## config.mk

```make
export PLATFORM = sky130hd
export DESIGN_NAME = merge_arb
export DESIGN_NICKNAME = d
export VERILOG_FILES = /design/src/rtl/merge_arb.sv
export SDC_FILE = /design/constraint.sdc
export NUM_CORES = 1
export LEC_CHECK = 0
export ABC_AREA = 1
export ABC_CLOCK_PERIOD_IN_PS = 1900
export CAP_MARGIN = 10
export CORE_AREA = 5 5 118 120
export CTS_BUF_LIST = sky130_fd_sc_hd__clkbuf_4 sky130_fd_sc_hd__clkbuf_8 sky130_fd_sc_hd__clkbuf_16
export DETAILED_ROUTE_END_ITERATION = 6
export DIE_AREA = 0 0 123 125
export PLACE_DENSITY = 0.85
export SYNTH_ARGS = -nofsm -noshare
export SYNTH_HDL_FRONTEND = slang
export SYNTH_SLANG_ARGS = --single-unit
```

## constraint.sdc

```tcl
create_clock -name clk -period 1.9 [get_ports clk]
set_clock_uncertainty 0.05 [all_clocks]
set_input_delay 0.38 -clock clk [delete_from_list [all_inputs] [get_ports clk]]
set_output_delay 0.38 -clock clk [all_outputs]
set_load 0.03 [all_outputs]
```

## src/rtl/merge_arb.sv

```systemverilog
// merge_arb: N-master to 1-slave merge for the native valid/ready bus.
//
// Purpose:
//   Picks one requesting master (fixed priority or round-robin), forwards its
//   request to the slave and routes the slave response back to it only. Once a
//   request is forwarded without an immediate ready, the grant is locked until
//   the slave completes it. An optional watchdog force-completes a stalled
//   transaction with rdata=0.
//
// Ports:
//   clk     in   system clock
//   rst     in   asynchronous active-high reset
//   m_req   in   N_MASTERS x {valid, addr, wdata, wstrb}
//   m_resp  out  N_MASTERS x {rdata, ready}
//   s_req   out  request to slave {valid, addr, wdata, wstrb}
//   s_resp  in   slave response {rdata, ready}
//   grant   out  one-hot granted master
//   timeout out  one-cycle pulse on watchdog expiry
module merge_arb #(
    parameter int N_MASTERS = 2,
    parameter int DATA_W    = 32,
    parameter int ADDR_W    = 32,
    parameter int RR_EN     = 1,
    parameter int TIMEOUT   = 0,
    localparam int REQ_W    = 1 + ADDR_W + DATA_W + DATA_W / 8,
    localparam int RESP_W   = DATA_W + 1
) (
    input  logic                          clk,
    input  logic                          rst,
    input  logic [N_MASTERS*REQ_W-1:0]    m_req,
    output logic [N_MASTERS*RESP_W-1:0]   m_resp,
    output logic [REQ_W-1:0]              s_req,
    input  logic [RESP_W-1:0]             s_resp,
    output logic [N_MASTERS-1:0]          grant,
    output logic                          timeout
);

    localparam int IDX_W   = (N_MASTERS > 1) ? $clog2(N_MASTERS) : 1;
    localparam int WD_W    = (TIMEOUT > 1) ? $clog2(TIMEOUT) : 1;
    localparam int WD_LAST = (TIMEOUT > 0) ? TIMEOUT - 1 : 0;

    typedef enum logic {
        IDLE = 1'b0,
        BUSY = 1'b1
    } state_t;

    state_t               state_q, state_d;
    logic [IDX_W-1:0]     gnt_q, gnt_d;
    logic [IDX_W-1:0]     rr_ptr_q, rr_ptr_d;
    logic [WD_W-1:0]      wd_cnt_q, wd_cnt_d;
    // Set for the single cycle after a multi-cycle completion, during which
    // no arbitration takes place.
    logic                 gap_q, gap_d;

    logic [N_MASTERS-1:0] valid_s;
    logic [IDX_W-1:0]     win_s;
    logic                 win_vld_s;
    logic                 ready_s;
    logic [REQ_W-1:0]     s_req_s;
    logic [N_MASTERS*RESP_W-1:0] m_resp_s;
    logic [N_MASTERS-1:0] grant_s;
    logic                 timeout_s;

    // Index of the master after i, wrapping at N_MASTERS.
    function automatic logic [IDX_W-1:0] next_idx(input logic [IDX_W-1:0] i);
        int n;
        n = int'(i) + 1;
        if (n >= N_MASTERS) begin
            n = 0;
        end else begin
            n = n;
        end
        return IDX_W'(n);
    endfunction

    assign ready_s = s_resp[0];

    // Extract the valid bit (MSB) of every master request slice.
    always_comb begin
        valid_s = '0;
        for (int k = 0; k < N_MASTERS; k++) begin
            valid_s[IDX_W'(k)] = m_req[k*REQ_W + REQ_W - 1];
        end
    end

    // Arbitration over valid bits: round-robin from rr_ptr, or highest index.
    always_comb begin
        int idx;
        idx       = 0;
        win_s     = '0;
        win_vld_s = 1'b0;
        for (int i = 0; i < N_MASTERS; i++) begin
            if (RR_EN != 0) begin
                idx = (int'(rr_ptr_q) + i) % N_MASTERS;
                if (!win_vld_s && valid_s[IDX_W'(idx)]) begin
                    win_s     = IDX_W'(idx);
                    win_vld_s = 1'b1;
                end else begin
                    win_vld_s = win_vld_s;
                end
            end else begin
                if (valid_s[IDX_W'(i)]) begin
                    win_s     = IDX_W'(i);
                    win_vld_s = 1'b1;
                end else begin
                    win_vld_s = win_vld_s;
                end
            end
        end
    end

    // Next-state logic and routing of request/response for the current owner.
    always_comb begin
        state_d   = state_q;
        gnt_d     = gnt_q;
        rr_ptr_d  = rr_ptr_q;
        wd_cnt_d  = wd_cnt_q;
        gap_d     = 1'b0;
        s_req_s   = '0;
        m_resp_s  = '0;
        grant_s   = '0;
        timeout_s = 1'b0;
        case (state_q)
            IDLE: begin
                if (win_vld_s && !gap_q) begin
                    s_req_s = m_req[int'(win_s)*REQ_W +: REQ_W];
                    grant_s[win_s] = 1'b1;
                    m_resp_s[int'(win_s)*RESP_W +: RESP_W] = s_resp;
                    if (ready_s) begin
                        rr_ptr_d = next_idx(win_s);
                    end else begin
                        state_d  = BUSY;
                        gnt_d    = win_s;
                        wd_cnt_d = '0;
                    end
                end else begin
                    state_d = IDLE;
                end
            end
            BUSY: begin
                s_req_s = m_req[int'(gnt_q)*REQ_W +: REQ_W];
                grant_s[gnt_q] = 1'b1;
                m_resp_s[int'(gnt_q)*RESP_W +: RESP_W] = s_resp;
                if (ready_s) begin
                    state_d  = IDLE;
                    rr_ptr_d = next_idx(gnt_q);
                    gap_d    = 1'b1;
                end else if ((TIMEOUT > 0) && (wd_cnt_q == WD_W'(WD_LAST))) begin
                    // Watchdog expiry: complete towards the master, retract valid.
                    m_resp_s[int'(gnt_q)*RESP_W +: RESP_W] = {{DATA_W{1'b0}}, 1'b1};
                    s_req_s[REQ_W-1] = 1'b0;
                    timeout_s = 1'b1;
                    state_d   = IDLE;
                    rr_ptr_d  = next_idx(gnt_q);
                    gap_d     = 1'b1;
                end else begin
                    wd_cnt_d = wd_cnt_q + WD_W'(1);
                end
            end
            default: begin
                state_d = IDLE;
            end
        endcase
    end

    // Outputs are forced to zero while reset is asserted.
    always_comb begin
        if (rst) begin
            s_req   = '0;
            m_resp  = '0;
            grant   = '0;
            timeout = 1'b0;
        end else begin
            s_req   = s_req_s;
            m_resp  = m_resp_s;
            grant   = grant_s;
            timeout = timeout_s;
        end
    end

    // State, lock, round-robin pointer and watchdog registers.
    always_ff @(posedge clk or posedge rst) begin
        if (rst) begin
            state_q  <= IDLE;
            gnt_q    <= '0;
            rr_ptr_q <= '0;
            wd_cnt_q <= '0;
            gap_q    <= 1'b0;
        end else begin
            state_q  <= state_d;
            gnt_q    <= gnt_d;
            rr_ptr_q <= rr_ptr_d;
            wd_cnt_q <= wd_cnt_d;
            gap_q    <= gap_d;
        end
    end

endmodule

```

Word level (Yosys, flattened, before mapping)
Index checks and enable logic that the tools add are counted.
{"block": "word_totals", "elab_cells": 74, "reg_bits": 4, "in_bits": 173, "out_inout_bits": 138}
{"block": "classes", "addsub": 5, "reduce_logical": 8, "n_lt_le_gt_ge": 8, "n_eq_ne": 3, "multipliers": 4, "n_bitwise": 4, "shift": 6, "mux": 32}
{"operator": "$shiftx A138 B9 Y69", "count": 2}
{"operator": "$mux W69", "count": 2}
{"operator": "$pmux W69 S2", "count": 1}
{"operator": "$and A66 B66 Y66", "count": 2}
{"operator": "$mux W66", "count": 2}
{"operator": "$pmux W66 S2", "count": 1}
{"operator": "$shift A33 B33 Y66 const A", "count": 2}
{"operator": "$shiftx A33 B33 Y66", "count": 2}
{"operator": "$neg A7 Y33", "count": 2}
{"operator": "$mux W1", "count": 19}
{"operator": "$mul A1 B7 Y8 const B", "count": 2}
{"operator": "$mul A1 B6 Y7 const B", "count": 2}
{"operator": "$lt A1 B3 Y1 const B", "count": 2}
{"operator": "$ne A2 B2 Y1 const B", "count": 3}
{"operator": "$reduce_and A3 Y1", "count": 2}
{"operator": "$add A1 B1 Y2 const B", "count": 2}
{"operator": "$ge A2 B2 Y1 const B", "count": 2}
{"operator": "$logic_and A1 B1 Y1", "count": 4}
{"operator": "$lt A1 B2 Y1 const B", "count": 2}
{"operator": "$mux W2", "count": 2}
{"operator": "$pmux W1 S2", "count": 2}
{"operator": "$pmux W2 S2", "count": 1}
{"operator": "$demux W1 S1", "count": 2}
{"operator": "$ge A1 B1 Y1 const B", "count": 2}
{"operator": "3 further kinds", "count": 5}

Logic depth before layout (Yosys ltp)
Gate-level depths: netlist (run 1).
{"block": "logic_depth", "word_depth": 14, "ltp_mapped": 8}

Least setup slack after synthesis (run 1)
Ideal clock, no wire load.
{"block": "synth_timing", "path_type": "input -> output", "from": "input m_req[68]", "to": "output s_req[48]", "arrival_ns": 1.481, "path_stages": 6, "slack_ns": -0.011, "cell_sequence": "buf_4 -> buf_2 -> buf_2 -> nand3_1 -> nand3_1 -> a21oi_1"}
{"block": "synth_between", "elab_chain_len": 11, "word_cells_on_any_way": 17, "cone_classes": "1 x mul; 2 x shift; 11 x mux; 3 x reduce/logical"}
{"element": "start: declaration", "line": "30", "rtl": "input logic [N_MASTERS*REQ_W-1:0] m_req,"}
{"element": "$mux W1 (implied by the code) (2 in a row)", "line": "95", "rtl": "if (!win_vld_s && valid_s[IDX_W'(idx)]) begin"}
{"element": "$mux W1", "line": "95"}
{"element": "$logic_not A1 Y1", "line": "95"}
{"element": "$logic_and A1 B1 Y1", "line": "95"}
{"element": "$mux W1", "line": "95"}
{"element": "$mul A1 B7 Y8", "line": "126", "rtl": "s_req_s = m_req[int'(win_s)*REQ_W +: REQ_W];"}
{"element": "$shiftx A138 B9 Y69", "line": "126"}
{"element": "$mux W69", "line": "125", "rtl": "if (win_vld_s && !gap_q) begin"}
{"element": "$pmux W69 S2 (*)", "line": "123", "rtl": "case (state_q)"}
{"element": "$mux W69 (*)", "line": "168", "rtl": "if (rst) begin"}
{"element": "end: declaration", "line": "32", "rtl": "output logic [REQ_W-1:0] s_req,"}
Every way passes the cells marked *; elsewhere a longest branch is shown, timed or not. The select of a mux whose other input is x is not followed.

Final worst setup path (run 1)
{"block": "layout_timing", "from": "register state_q", "to": "output s_req[21]"}
{"block": "layout_between", "elab_chain_len": 3}
{"element": "start: declaration", "line": "47", "rtl": "state_t state_q, state_d;"}
{"element": "start signal: assignment", "line": "190", "rtl": "state_q <= state_d;"}
{"element": "$not A1 Y1 (no source line)"}
{"element": "$pmux W69 S2 (*)", "line": "123"}
{"element": "$mux W69 (*)", "line": "168"}
Every way passes the cells marked *; elsewhere a longest branch is shown, timed or not.

==> results.md, run 1 <==
* CTS clock-pin slew for the worst setup and hold paths at 0.03 ns
* Root Buffer: clkbuf_16
* Remaining antenna violation count after routing at 0
* Share of synthesized flip-flops with an asynchronous set or reset at 100%
* Int Power at about 1.9 mW
* Sequential group share of total power at 3.2%
* EDFF count, synth at 0
* Top flip-flop cell by instance count after synthesis: dfrtp_1
* Post-Synthesis Cell Area at 4110 um2
* Placeable core region at 12,900 um2
* Initial cell density of the core at 31.9%
* DR DRC count at 0
* Crit path time final at 2.09 ns
* Power spent charging and discharging nets at 2.11 mW
* Die Footprint at 15,400 um2
* Number of buffers added by the clock tree synthesis step at 3
* PortBufs at between 300 and 400
* Cell with the most instances after synthesis: nand3_1
* Number of DRC violations after detailed-routing iteration 0 at roughly 920
* FF+latch count, synth at 4
* Vias in the first global route at around 6,500
* Average size of a mapped cell at 4.71 um2
* Detail-routed via count per cell at 5.36
* Post-Syn Nets at 1,047
* Number of detailed-routing iterations run before antenna repair at 5
* Final global-route overflow total at 0
* Critical path's top delay family: buffers and inverters
* Compound-gate portion of the synthesized area at 8.91%
* Final standard cell area without fillers at 8990 um2
* Critical Path Source Type: flip-flop
* Reg-to-reg setup timing slack at 0.25 ns
* Area added between synthesis and finish at 119%
* DIE WIDTH at 123 um
* Final design utilization at a little over two thirds
* Setup repair after global routing missed its margin: yes
* Parity-gate share of the synthesized area counting xor and xnor cells at 0%
* Ys Warns at 0
* Leak at 4.34 nW
* Worst Hold Launch: m_req[68]
* Pins Over Slew Limit at 0
* Post-Place Cell Area at 7270 um2
* Vertical die dimension at 125 um
* Yosys top cell area share at a little over two fifths
* Hold Crit Endpoint: gnt_q$_DFFE_PP0P_
* Start of the worst register-to-register path: state_q$_DFF_PP0_
* Instance count of the mapped netlist at 874
* Hold WC Path Type: in -> reg
* Critical path endpoint category: output port
* Combinational Power Share at 87.9%
* Fillers at 974
* Clock tree sinks at 4
* Finish-stage setup viols at 131
* CTS tree: yes
* Maximum Capacitance Violations at 0
* Half-perimeter wire length of the detailed placement result at 14,300 um
* Cell type contributing the most total cell area after synthesis: nand3_1
* Final worst-path setup slack at -0.195 ns
* Switching share of power at 52.7%
* Number of levels in the clock H-tree at 1
* Cell types occupying the most area after synthesis: nand3_1 (42%), inv_1 (16%), nand2_1 (10%), a21oi_1 (8.3%), nor2_2 (4.7%)
* Critical path cell sequence: buf_6 > clkbuf_16 > buf_12 > nand3_2 > nand3_2 > a21oi_2 > buf_6
* Adder-cell area share of the yosys netlist at 0%
* Worst Path Max Fanout at 7
* Violations in the final reports: negative setup slack
* Maximum number of buffers from clock root to sink at 2
* Path length in cells of the critical path at 7
* VDD IR max at 407 uV
* Final number of hold-violating endpoints at 0
* First-pass GRT wire length at between 30,000 and 40,000 um
* Global-route usage over all layers at 25.0%
* Combined area of the multi-input logic cells at approximately 3700 um2
* Number of cells traversed by the worst register-to-register path at 8
* Share of synthesized area spent on multiplexers at 0%
* Setup TNS at -14.79 ns
* Average detailed-routed wire length per instance at roughly 18 um
* Vias post-DR at 7,226
* Slowest cell on crit path: dfrtp_4
* Worst R2R End: rr_ptr_q$_DFFE_PP0P_
* Arrival time at the worst endpoint at 1.66 ns
* Period utilisation layout at 110%
* Run status: finished, violations left
* Number of top-level design ports at 311
* Pre-CTS setup slack at -0.270 ns
* GPL Wtd Cong at 0.817
* Power per cell area at 444 nW/um2
* Maximum number of pins on one net before global-route repair at 54
* Number of placement rows at 42
* Highest Clock Rate at ~480 MHz
* Insertion delay to the later sink of the worst-skew pair at about 0.23 ns
* Combinational family with the most area after synthesis: simple AND/OR/NAND/NOR gates
* Share of final-layout standard cells stronger than drive strength 1 at 35.5%
* Buffers and inverters on the worst path at 4
* Initial antenna violation count at 0
* Number of distinct library cell variants in the gate-level netlist after synthesis at 21
* Clk pwr share at roughly 9.0%
* Sequential cell area in the final layout at 108 um2
* Count of cells along the worst hold path at 4
* Count of nets after finishing at 1,345
* Portion of the post-synthesis area used by sequential elements at 2.43%
* Most common library cells after synthesis: nand3_1 (342), inv_1 (173), nand2_1 (112)
* Antenna diode instance count at 0
* Aggregate routed wire length at 23,700 um
* Largest incremental delay on the critical path at around 0.53 ns
* Kind of critical path: reg -> out
* Final Hold Slack at between 0.6 and 0.7 ns
* Synthesized-area fraction occupied by and/or/nand/nor cells at 61.9%
* Data required time of the critical path at 1.47 ns
-- layout by cell type (no fill, tap or decap), types with 2 or more instances in the layout --
cell type,Yosys,final
inv_2,5,3
buf_8,0,3
a21oi_2,0,57
buf_4,5,68
buf_16,0,4
clkdlybuf4s50_1,0,170
clkbuf_16,0,10
buf_12,0,26
nand2_2,0,2
nor2_4,1,6
a21oi_1,68,10
nand2_4,1,2
nand3_2,0,87
buf_6,6,97
nand3_1,342,250
nor2_1,46,41
dfrtp_2,0,3
nor2_2,31,31
nand3_4,0,5
nand2_1,112,109
inv_1,173,172
-- logic make-up (layout without fill, tap and decap cells) --
kind of cell	Yosys count	in the layout
other	1	1
buffers and inverters	263	560
AOI/OAI and AO/OA	71	71
and+or+nand+nor	535	535
DFF	4	4
-- worst min-delay path: stages --
cell	delay [ns]
buf_2	0.13
nand2_4	0.13
buf_4	0.14
o21ai_1	0.06
-- power groups by stage --
stage | clock [mW] | combinational, mW | sequential (mW)
finish | 0.358 | 3.51 | 0.127
global route | 0.372 | 3.70 | 0.130
CTS | 0.363 | 3.06 | 0.125
detailed placement | 0 | 2.82 | 0.124
global placement | 0 | 2.80 | 0.124
floorplan | 0 | 1.70 | 0.102
-- through the flow --
step / total power, mW / instances
3_5_place_dp: 2.94 / 1314
6_report: 3.99 / 1347
5_1_grt: 4.21 / 1347
2_1_floorplan: 1.81 / 874
4_1_cts: 3.55 / 1332
3_3_place_gp: 2.92 / 1314
-- how the worst max path moves through the flow --
stage,startpoint,end,slack [ns]
floorplan,state_q$_DFF_PP0_,s_req[38],0.02
global placement,rst,s_req[3],-0.25
detailed placement,rst,grant[0],-0.27
CTS,state_q$_DFF_PP0_,m_resp[53],-0.17
global route,state_q$_DFF_PP0_,m_resp[19],-0.26
finish,state_q$_DFF_PP0_,s_req[21],-0.19
-- registers in the layout, summed over array words and instances, names as in the netlist --
name and flops:
rr_ptr_q 1, gap_q 1, gnt_q 1, state_q 1
-- metal layers --
layer  global-route usage [%]  wire, um  vias to the layer above  share of wire [%]
li1                         -         -                     3392                  -
met1                     32.0      9060                     3273                 38
met2                     42.8     11300                      465                 48
met3                     4.56      2440                       96                 10
met4                     6.38       882                        0                3.7
met5                        0         0                        -                  0
-- final cells by class --
cell class | instances | area share (%)
clock buffer | 4 | 0.918
tap | 176 | 2.45
inverter | 178 | 7.60
timing repair buffer | 378 | 46.8
multi-input combinational | 607 | 41.1
sequential | 4 | 1.20
-- repair_timing --
item	in CTS	in global routing
pin swaps	45	48
setup endpoints to repair	137	137
buffers inserted	8	8
gates cloned	6	9
resized for setup	95	186
hold buffers	0	0
Power figures use the tool's default switching activity.
==> run 2, diff against run 1 <==
--- a/config.mk
+++ b/config.mk
@@ -6,7 +6,6 @@
 export NUM_CORES = 1
 export LEC_CHECK = 0
 export ABC_AREA = 1
-export ABC_CLOCK_PERIOD_IN_PS = 1900
 export CAP_MARGIN = 10
 export CORE_AREA = 5 5 118 120
 export CTS_BUF_LIST = sky130_fd_sc_hd__clkbuf_4 sky130_fd_sc_hd__clkbuf_8 sky130_fd_sc_hd__clkbuf_16
==> results of run 2 <==
Same layout as run 1: the final DEF is identical, and so are final timing and power.
==> run 3, diff against run 2 <==
--- a/config.mk
+++ b/config.mk
@@ -9,6 +9,7 @@
 export CAP_MARGIN = 10
 export CORE_AREA = 5 5 118 120
 export CTS_BUF_LIST = sky130_fd_sc_hd__clkbuf_4 sky130_fd_sc_hd__clkbuf_8 sky130_fd_sc_hd__clkbuf_16
+export CTS_CLUSTER_SIZE = 8
 export DETAILED_ROUTE_END_ITERATION = 6
 export DIE_AREA = 0 0 123 125
 export PLACE_DENSITY = 0.85
==> results of run 3 <==
Same layout as run 1: the final DEF is identical, and so are final timing and power.
